## src/rtl/cla_pkg.sv

```systemverilog
// Shared types and helpers for the pipelined Kogge-Stone carry network.
package cla_pkg;

  localparam int unsigned CLA_WIDTH  = 32;
  localparam int unsigned CLA_LEVELS = 5;

  typedef struct packed {
    logic g;
    logic p;
  } cla_pg_t;

  typedef cla_pg_t [CLA_WIDTH-1:0] cla_pg_vec_t;

  typedef struct packed {
    logic                 valid;
    logic [CLA_WIDTH-1:0] p;
    logic [CLA_WIDTH-1:0] g_grp;
    logic [CLA_WIDTH-1:0] p_grp;
    logic                 cin;
  } cla_stage_t;

  function automatic cla_pg_vec_t cla_zip(input logic [CLA_WIDTH-1:0] g_grp,
                                          input logic [CLA_WIDTH-1:0] p_grp);
    cla_pg_vec_t v;
    for (int i = 0; i < int'(CLA_WIDTH); i++) begin
      v[i].g = g_grp[i];
      v[i].p = p_grp[i];
    end
    return v;
  endfunction

  function automatic logic [CLA_WIDTH-1:0] cla_g_of(input cla_pg_vec_t v);
    logic [CLA_WIDTH-1:0] r;
    for (int i = 0; i < int'(CLA_WIDTH); i++) r[i] = v[i].g;
    return r;
  endfunction

  function automatic logic [CLA_WIDTH-1:0] cla_p_of(input cla_pg_vec_t v);
    logic [CLA_WIDTH-1:0] r;
    for (int i = 0; i < int'(CLA_WIDTH); i++) r[i] = v[i].p;
    return r;
  endfunction

endpackage

```

## src/rtl/cla_carry_pipe_if.sv

```systemverilog
// Valid/ready input (p, g, cin) and output (sum, carry, cout, ovf) bundle.
interface cla_carry_pipe_if;
  import cla_pkg::*;

  logic                 in_valid;
  logic                 in_ready;
  logic [CLA_WIDTH-1:0] p;
  logic [CLA_WIDTH-1:0] g;
  logic                 cin;
  logic                 out_valid;
  logic                 out_ready;
  logic [CLA_WIDTH-1:0] sum;
  logic [CLA_WIDTH-1:0] carry;
  logic                 cout;
  logic                 ovf;

  modport slave (
    input  in_valid, p, g, cin, out_ready,
    output in_ready, out_valid, sum, carry, cout, ovf
  );

  modport master (
    output in_valid, p, g, cin, out_ready,
    input  in_ready, out_valid, sum, carry, cout, ovf
  );

endinterface

```

## src/rtl/cla_prefix_cell.sv

```systemverilog
// Prefix combine: (G,P) o (G',P') = (G | P&G', P&P'), hi is the more significant group.
module cla_prefix_cell
  import cla_pkg::*;
(
  input  cla_pg_t i_hi,
  input  cla_pg_t i_lo,
  output cla_pg_t o_pg_c
);

  assign o_pg_c.g = i_hi.g | (i_hi.p & i_lo.g);
  assign o_pg_c.p = i_hi.p & i_lo.p;

endmodule

```

## src/rtl/cla_carry_pipe.sv

```systemverilog
// Three-stage Kogge-Stone carry pipeline: levels 1-2 | levels 3-4 | level 5 + sum.
module cla_carry_pipe
  import cla_pkg::*;
#(
  parameter int unsigned WIDTH = 32
) (
  input  logic              clk,
  input  logic              rst_n,
  cla_carry_pipe_if.slave   bus
);

  localparam int unsigned W = CLA_WIDTH;

  if (WIDTH != CLA_WIDTH) begin : g_width_chk
    $error("cla_carry_pipe: WIDTH must be 32");
  end

  cla_stage_t     r_s1;
  cla_stage_t     r_s2;
  logic           r_s3_valid;
  logic [W-1:0]   r_sum;
  logic [W-1:0]   r_carry;
  logic           r_cout;
  logic           r_ovf;

  logic           w_s1_ld;
  logic           w_s2_ld;
  logic           w_s3_ld;

  cla_pg_vec_t    w_l0;
  cla_pg_vec_t    w_l1;
  cla_pg_vec_t    w_l2;
  cla_pg_vec_t    w_l3;
  cla_pg_vec_t    w_l4;
  cla_pg_vec_t    w_l5;
  cla_pg_vec_t    w_s1_pg;
  cla_pg_vec_t    w_s2_pg;
  logic [W-1:0]   w_c;
  logic           w_unused_top_p;

  // cin folds into bit 0, so every final group G is that bit's carry-out
  always_comb begin
    w_l0      = cla_zip(bus.g, bus.p);
    w_l0[0].g = bus.g[0] | (bus.p[0] & bus.cin);
    w_l0[0].p = 1'b0;
  end

  assign w_s1_pg = cla_zip(r_s1.g_grp, r_s1.p_grp);
  assign w_s2_pg = cla_zip(r_s2.g_grp, r_s2.p_grp);

  for (genvar l = 1; l <= int'(CLA_LEVELS); l++) begin : g_lvl
    localparam int SPAN = 1 << (l - 1);
    cla_pg_vec_t w_src;
    cla_pg_vec_t w_dst;

    if (l == 1) begin : g_src1
      assign w_src = w_l0;
    end else if (l == 2) begin : g_src2
      assign w_src = w_l1;
    end else if (l == 3) begin : g_src3
      assign w_src = w_s1_pg;
    end else if (l == 4) begin : g_src4
      assign w_src = w_l3;
    end else begin : g_src5
      assign w_src = w_s2_pg;
    end

    for (genvar i = 0; i < int'(W); i++) begin : g_bit
      if (i >= SPAN) begin : g_cell
        cla_prefix_cell u_cell (
          .i_hi   (w_src[i]),
          .i_lo   (w_src[i-SPAN]),
          .o_pg_c (w_dst[i])
        );
      end else begin : g_pass
        assign w_dst[i] = w_src[i];
      end
    end

    if (l == 1) begin : g_dst1
      assign w_l1 = w_dst;
    end else if (l == 2) begin : g_dst2
      assign w_l2 = w_dst;
    end else if (l == 3) begin : g_dst3
      assign w_l3 = w_dst;
    end else if (l == 4) begin : g_dst4
      assign w_l4 = w_dst;
    end else begin : g_dst5
      assign w_l5 = w_dst;
    end
  end

  assign w_c = cla_g_of(w_l5);
  // Full-span group propagate includes bit -1 (p=0), so it carries no information
  assign w_unused_top_p = ^cla_p_of(w_l5);

  // Elastic advance: a stage loads when empty or when its successor loads
  assign w_s3_ld = !r_s3_valid || bus.out_ready;
  assign w_s2_ld = !r_s2.valid || w_s3_ld;
  assign w_s1_ld = !r_s1.valid || w_s2_ld;

  assign bus.in_ready  = rst_n && w_s1_ld;
  assign bus.out_valid = r_s3_valid;
  assign bus.sum       = r_sum;
  assign bus.carry     = r_carry;
  assign bus.cout      = r_cout;
  assign bus.ovf       = r_ovf;

  always_ff @(posedge clk) begin
    if (!rst_n) begin
      r_s1       <= '0;
      r_s2       <= '0;
      r_s3_valid <= 1'b0;
      r_sum      <= '0;
      r_carry    <= '0;
      r_cout     <= 1'b0;
      r_ovf      <= 1'b0;
    end else begin
      if (w_s1_ld) begin
        r_s1.valid <= bus.in_valid;
        r_s1.p     <= bus.p;
        r_s1.g_grp <= cla_g_of(w_l2);
        r_s1.p_grp <= cla_p_of(w_l2);
        r_s1.cin   <= bus.cin;
      end
      if (w_s2_ld) begin
        r_s2.valid <= r_s1.valid;
        r_s2.p     <= r_s1.p;
        r_s2.g_grp <= cla_g_of(w_l4);
        r_s2.p_grp <= cla_p_of(w_l4);
        r_s2.cin   <= r_s1.cin;
      end
      if (w_s3_ld) begin
        r_s3_valid <= r_s2.valid;
        r_carry    <= w_c;
        r_sum      <= r_s2.p ^ {w_c[W-2:0], r_s2.cin};
        r_cout     <= w_c[W-1];
        r_ovf      <= w_c[W-1] ^ w_c[W-2];
      end
    end
  end

endmodule

```

## src/flat_wrapper.sv

```systemverilog
// flat-port wrapper written by rule: the top's interface ports become plain ports
module cla_carry_pipe_flat import cla_pkg::*;
#(
  parameter int unsigned WIDTH = 32
)
  (clk, rst_n, bus_in_valid, bus_p, bus_g, bus_cin, bus_out_ready, bus_in_ready, bus_out_valid, bus_sum, bus_carry, bus_cout, bus_ovf);
  cla_carry_pipe_if bus_i ();
  input  logic clk;
  input  logic rst_n;
  input wire logic [$bits(bus_i.in_valid)-1:0] bus_in_valid;
  input wire logic [$bits(bus_i.p)-1:0] bus_p;
  input wire logic [$bits(bus_i.g)-1:0] bus_g;
  input wire logic [$bits(bus_i.cin)-1:0] bus_cin;
  input wire logic [$bits(bus_i.out_ready)-1:0] bus_out_ready;
  output wire logic [$bits(bus_i.in_ready)-1:0] bus_in_ready;
  output wire logic [$bits(bus_i.out_valid)-1:0] bus_out_valid;
  output wire logic [$bits(bus_i.sum)-1:0] bus_sum;
  output wire logic [$bits(bus_i.carry)-1:0] bus_carry;
  output wire logic [$bits(bus_i.cout)-1:0] bus_cout;
  output wire logic [$bits(bus_i.ovf)-1:0] bus_ovf;
  assign bus_i.in_valid = bus_in_valid;
  assign bus_i.p = bus_p;
  assign bus_i.g = bus_g;
  assign bus_i.cin = bus_cin;
  assign bus_i.out_ready = bus_out_ready;
  assign bus_in_ready = bus_i.in_ready;
  assign bus_out_valid = bus_i.out_valid;
  assign bus_sum = bus_i.sum;
  assign bus_carry = bus_i.carry;
  assign bus_cout = bus_i.cout;
  assign bus_ovf = bus_i.ovf;
  cla_carry_pipe #(.WIDTH(WIDTH)) u_core (.clk(clk), .rst_n(rst_n), .bus(bus_i));
endmodule
```

## config.mk

```make
export PLATFORM = sky130hd
export DESIGN_NAME = cla_carry_pipe_flat
export DESIGN_NICKNAME = d
export VERILOG_FILES = /design/src/rtl/cla_pkg.sv /design/src/rtl/cla_carry_pipe_if.sv /design/src/rtl/cla_prefix_cell.sv /design/src/rtl/cla_carry_pipe.sv /design/src/flat_wrapper.sv
export SDC_FILE = /design/constraint.sdc
export NUM_CORES = 1
export LEC_CHECK = 0
export CORE_AREA = 2 2 144 146
export DETAILED_ROUTE_END_ITERATION = 6
export DIE_AREA = 0 0 146 148
export DONT_BUFFER_PORTS = 1
export PLACE_DENSITY = 0.82
export SYNTH_ARGS = -nofsm -noshare
export SYNTH_HDL_FRONTEND = slang
export SYNTH_HIERARCHICAL = 1
export SYNTH_SLANG_ARGS = --single-unit
export TNS_END_PERCENT = 1
```

## constraint.sdc

```tcl
create_clock -name clk -period 2.3 [get_ports clk]
set_clock_uncertainty 0.05 [all_clocks]
set_input_delay 0.46 -clock clk [delete_from_list [all_inputs] [get_ports clk]]
set_output_delay 0.46 -clock clk [all_outputs]
set_load 0.005 [all_outputs]
```

==> results.cfg <==
[sta]
period_needed_ps = 2130
post-route-period-util_pct = 92.4
hold_viol = 0
setup_viol = 0
drv_slew = 0
fmax_mhz = 470
worstMarginPinSlew_ps = 517
max_slew_margin_pct = 65.5
rsz0062_at_grt = no
setup_tns_ps = 0

[routing]
drt_pass1_iterations = 5
vias = 8368
wl_um = 26800
drc = 0
via_per_inst = 5.49
drt-initial-drc-count = 668
ant_nets = 0
detail_route.wl_per_cell_um = 17.6

[cts]
cts_buffer_depth = 3
cts_tree = yes
cts-htree-levels = 1
clk_pin_slew_ps = 60
clock-root-buffer = clkbuf_16
clk_latency_ps = 500
hold_buffers = 0
clkSinkCount = 242
cts_made_buffers = 25
cts_resized = 0

[worst_setup_path]
worstReg2RegStart = u_core/bus.out_valid
crit_chain = nand4b_4 -> and2_1
crit_required_ps = 1790
rrSetupSlack_ps = 500
critPathLaunchType = flip-flop
slowest_delay_ps = 540
path_buf_inv = 0
worstSetupPathType = flip-flop to output port
cp.arrival_ps = 1620
regToRegEndpoint = u_core/g_lvl[3].w_src[46]
worst_r2r_path_depth = 4
crit_slowest_cell = dfxtp_1
critPathMaxFanout = 12
crit_family = simple AND/OR/NAND/NOR gates
end_kind = output port

[yosys]
syn-num-nets = 1350
syn_avg_cell_area_um2 = 8.51
synthCells = 1281
syn_area_um2 = 10900
yosys_warnings = 6

[global_routing]
use_met3_pct = 5.49
grt_max_degree = 244
grt_use_total_pct = 24.0
use_met2_pct = 36.9
grt_first_pass_wirelength_um = 42000
met1_usage_pct = 33.9
antenna_found_initial = 0
overflow = 0
grt-busiest-layer = met2
first_global_vias = 7877

[floorplanning]
die_h_um = 148
die-area_um2 = 21600
ioPinCount = 137
rows = 52
initial_utilization_pct = 54.4
die_w_um = 146
core_area_um2 = 20000

[cells_and_area]
nFillCells = 1796
insertedDiodeCount = 0
final_net_count = 1309
regArea_um2 = 4840
multi_input_area_um2 = 5650
area_growth_pct = 8.83
layout-drive-gt1-share_pct = 12.6

[pwr]
switching_share_pct = 21.8
power_density_nw_per_um2 = 791
p_sw_w = 0.00205
power_frac_comb_pct = 6.3
finalPower_w = 0.00938
clock_power_share_pct = 44.8
vdd_ir_drop_max_mv = 0.441
leakage_nw = 5.49
p_int_w = 0.00733
pwr-share-seq_pct = 48.9

[worst_hold_path]
whs_path_depth = 2
min_to = u_core/r_s1[74]
hp-class = primary input to flip-flop
worstHoldStart = bus_p[9]

[placed_design]
gp_congestion = 0.861
port_buffers = 0
hpwl_um = 18800

[flow_run]
drv_cap = 0

[run_status]
status = completed
-- state kept, by name (all words and copies together) (netlist names) --
name                  count
u_core/bus.carry         32
u_core/bus.out_valid      1
u_core/bus.ovf            1
u_core/bus.sum           32
u_core/g_lvl.w_dst       20
u_core/g_lvl.w_src       88
u_core/r_s1              34
u_core/r_s2              34
-- how the worst max path moves through the flow --
stage | startpoint | to | slack [ps] | cells after the start
floorplan | bus_out_ready | bus_in_ready | 570 | 4
global placement | u_core/bus.out_valid | u_core/g_lvl[3].w_src[21] | 620 | 4
detailed placement | u_core/bus.out_valid | u_core/r_s1[75] | 550 | 4
CTS | u_core/bus.out_valid | bus_in_ready | 50 | 2
global route | u_core/bus.out_valid | bus_in_ready | 110 | 2
finish | u_core/bus.out_valid | bus_in_ready | 170 | 2
-- metal layers --
metal	vias to the layer above	wire length (um)	part of all wire, %
met3	34	2200	8.2
met2	278	11600	43
li1	4148	-	-
met5	-	0	0
met1	3908	12400	46
met4	0	568	2.1
-- worst reg2reg max path, cell delays in order (launching register included) --
cell and delay [ps]:
dfxtp_1 540, and4b_2 550, buf_12 290, nand2_1 90, a21boi_0 190
-- layout make-up --
class	instances	area share (%)
clock inverters	8	1.20
repair buffers	16	1.43
well taps	270	2.85
flip-flops and latches	242	40.8
clock buffers	33	6.03
multi-input cells	955	47.6
-- repair_timing --
| action | CTS | global route |
|---|---|---|
| setup buffers | 0 | 5 |
| endpoints found under the hold margin | 0 | 0 |
| endpoints found under the setup margin | 0 | 1 |
-- power by group through the flow --
stage          registers [W]  logic (W)  clock network, W
6_report             0.00459   0.000594           0.00420
5_1_grt              0.00461   0.000656           0.00443
4_1_cts              0.00459   0.000593           0.00426
3_5_place_dp         0.00468   0.000582                 0
3_3_place_gp         0.00467   0.000572                 0
2_1_floorplan        0.00460   0.000523                 0
-- layout by cell type (no fill, tap or decap), types with 2 or more instances in the layout --
cell type    n
a21boi_0   146
a21boi_1    60
a21o_1     130
and2_2      98
buf_12       4
buf_4       12
bufinv_16    4
clkbuf_1     2
clkbuf_16   25
clkbuf_8     6
clkinv_2     3
dfxtp_1    242
nand2_1    445
o211a_1     33
o21a_1       3
xnor2_1     33
-- metrics by stage --
step / util (%) / worst slack [ps] / hold slack, ps / std cells / cell area [um2]
2_1_floorplan: - / 572 / 381 / 1281 / 10900
3_3_place_gp: 54.7 / 620 / 389 / 1478 / 11000
3_5_place_dp: 54.7 / 547 / 395 / 1478 / 11000
4_1_cts: 59.0 / 52.7 / 28.1 / 1519 / 11800
5_1_grt: 59.2 / 113 / 17.6 / 1524 / 11900
6_report: 59.2 / 174 / 44.3 / 1524 / 11900
Note: power is estimated with default switching activity, not from simulation.
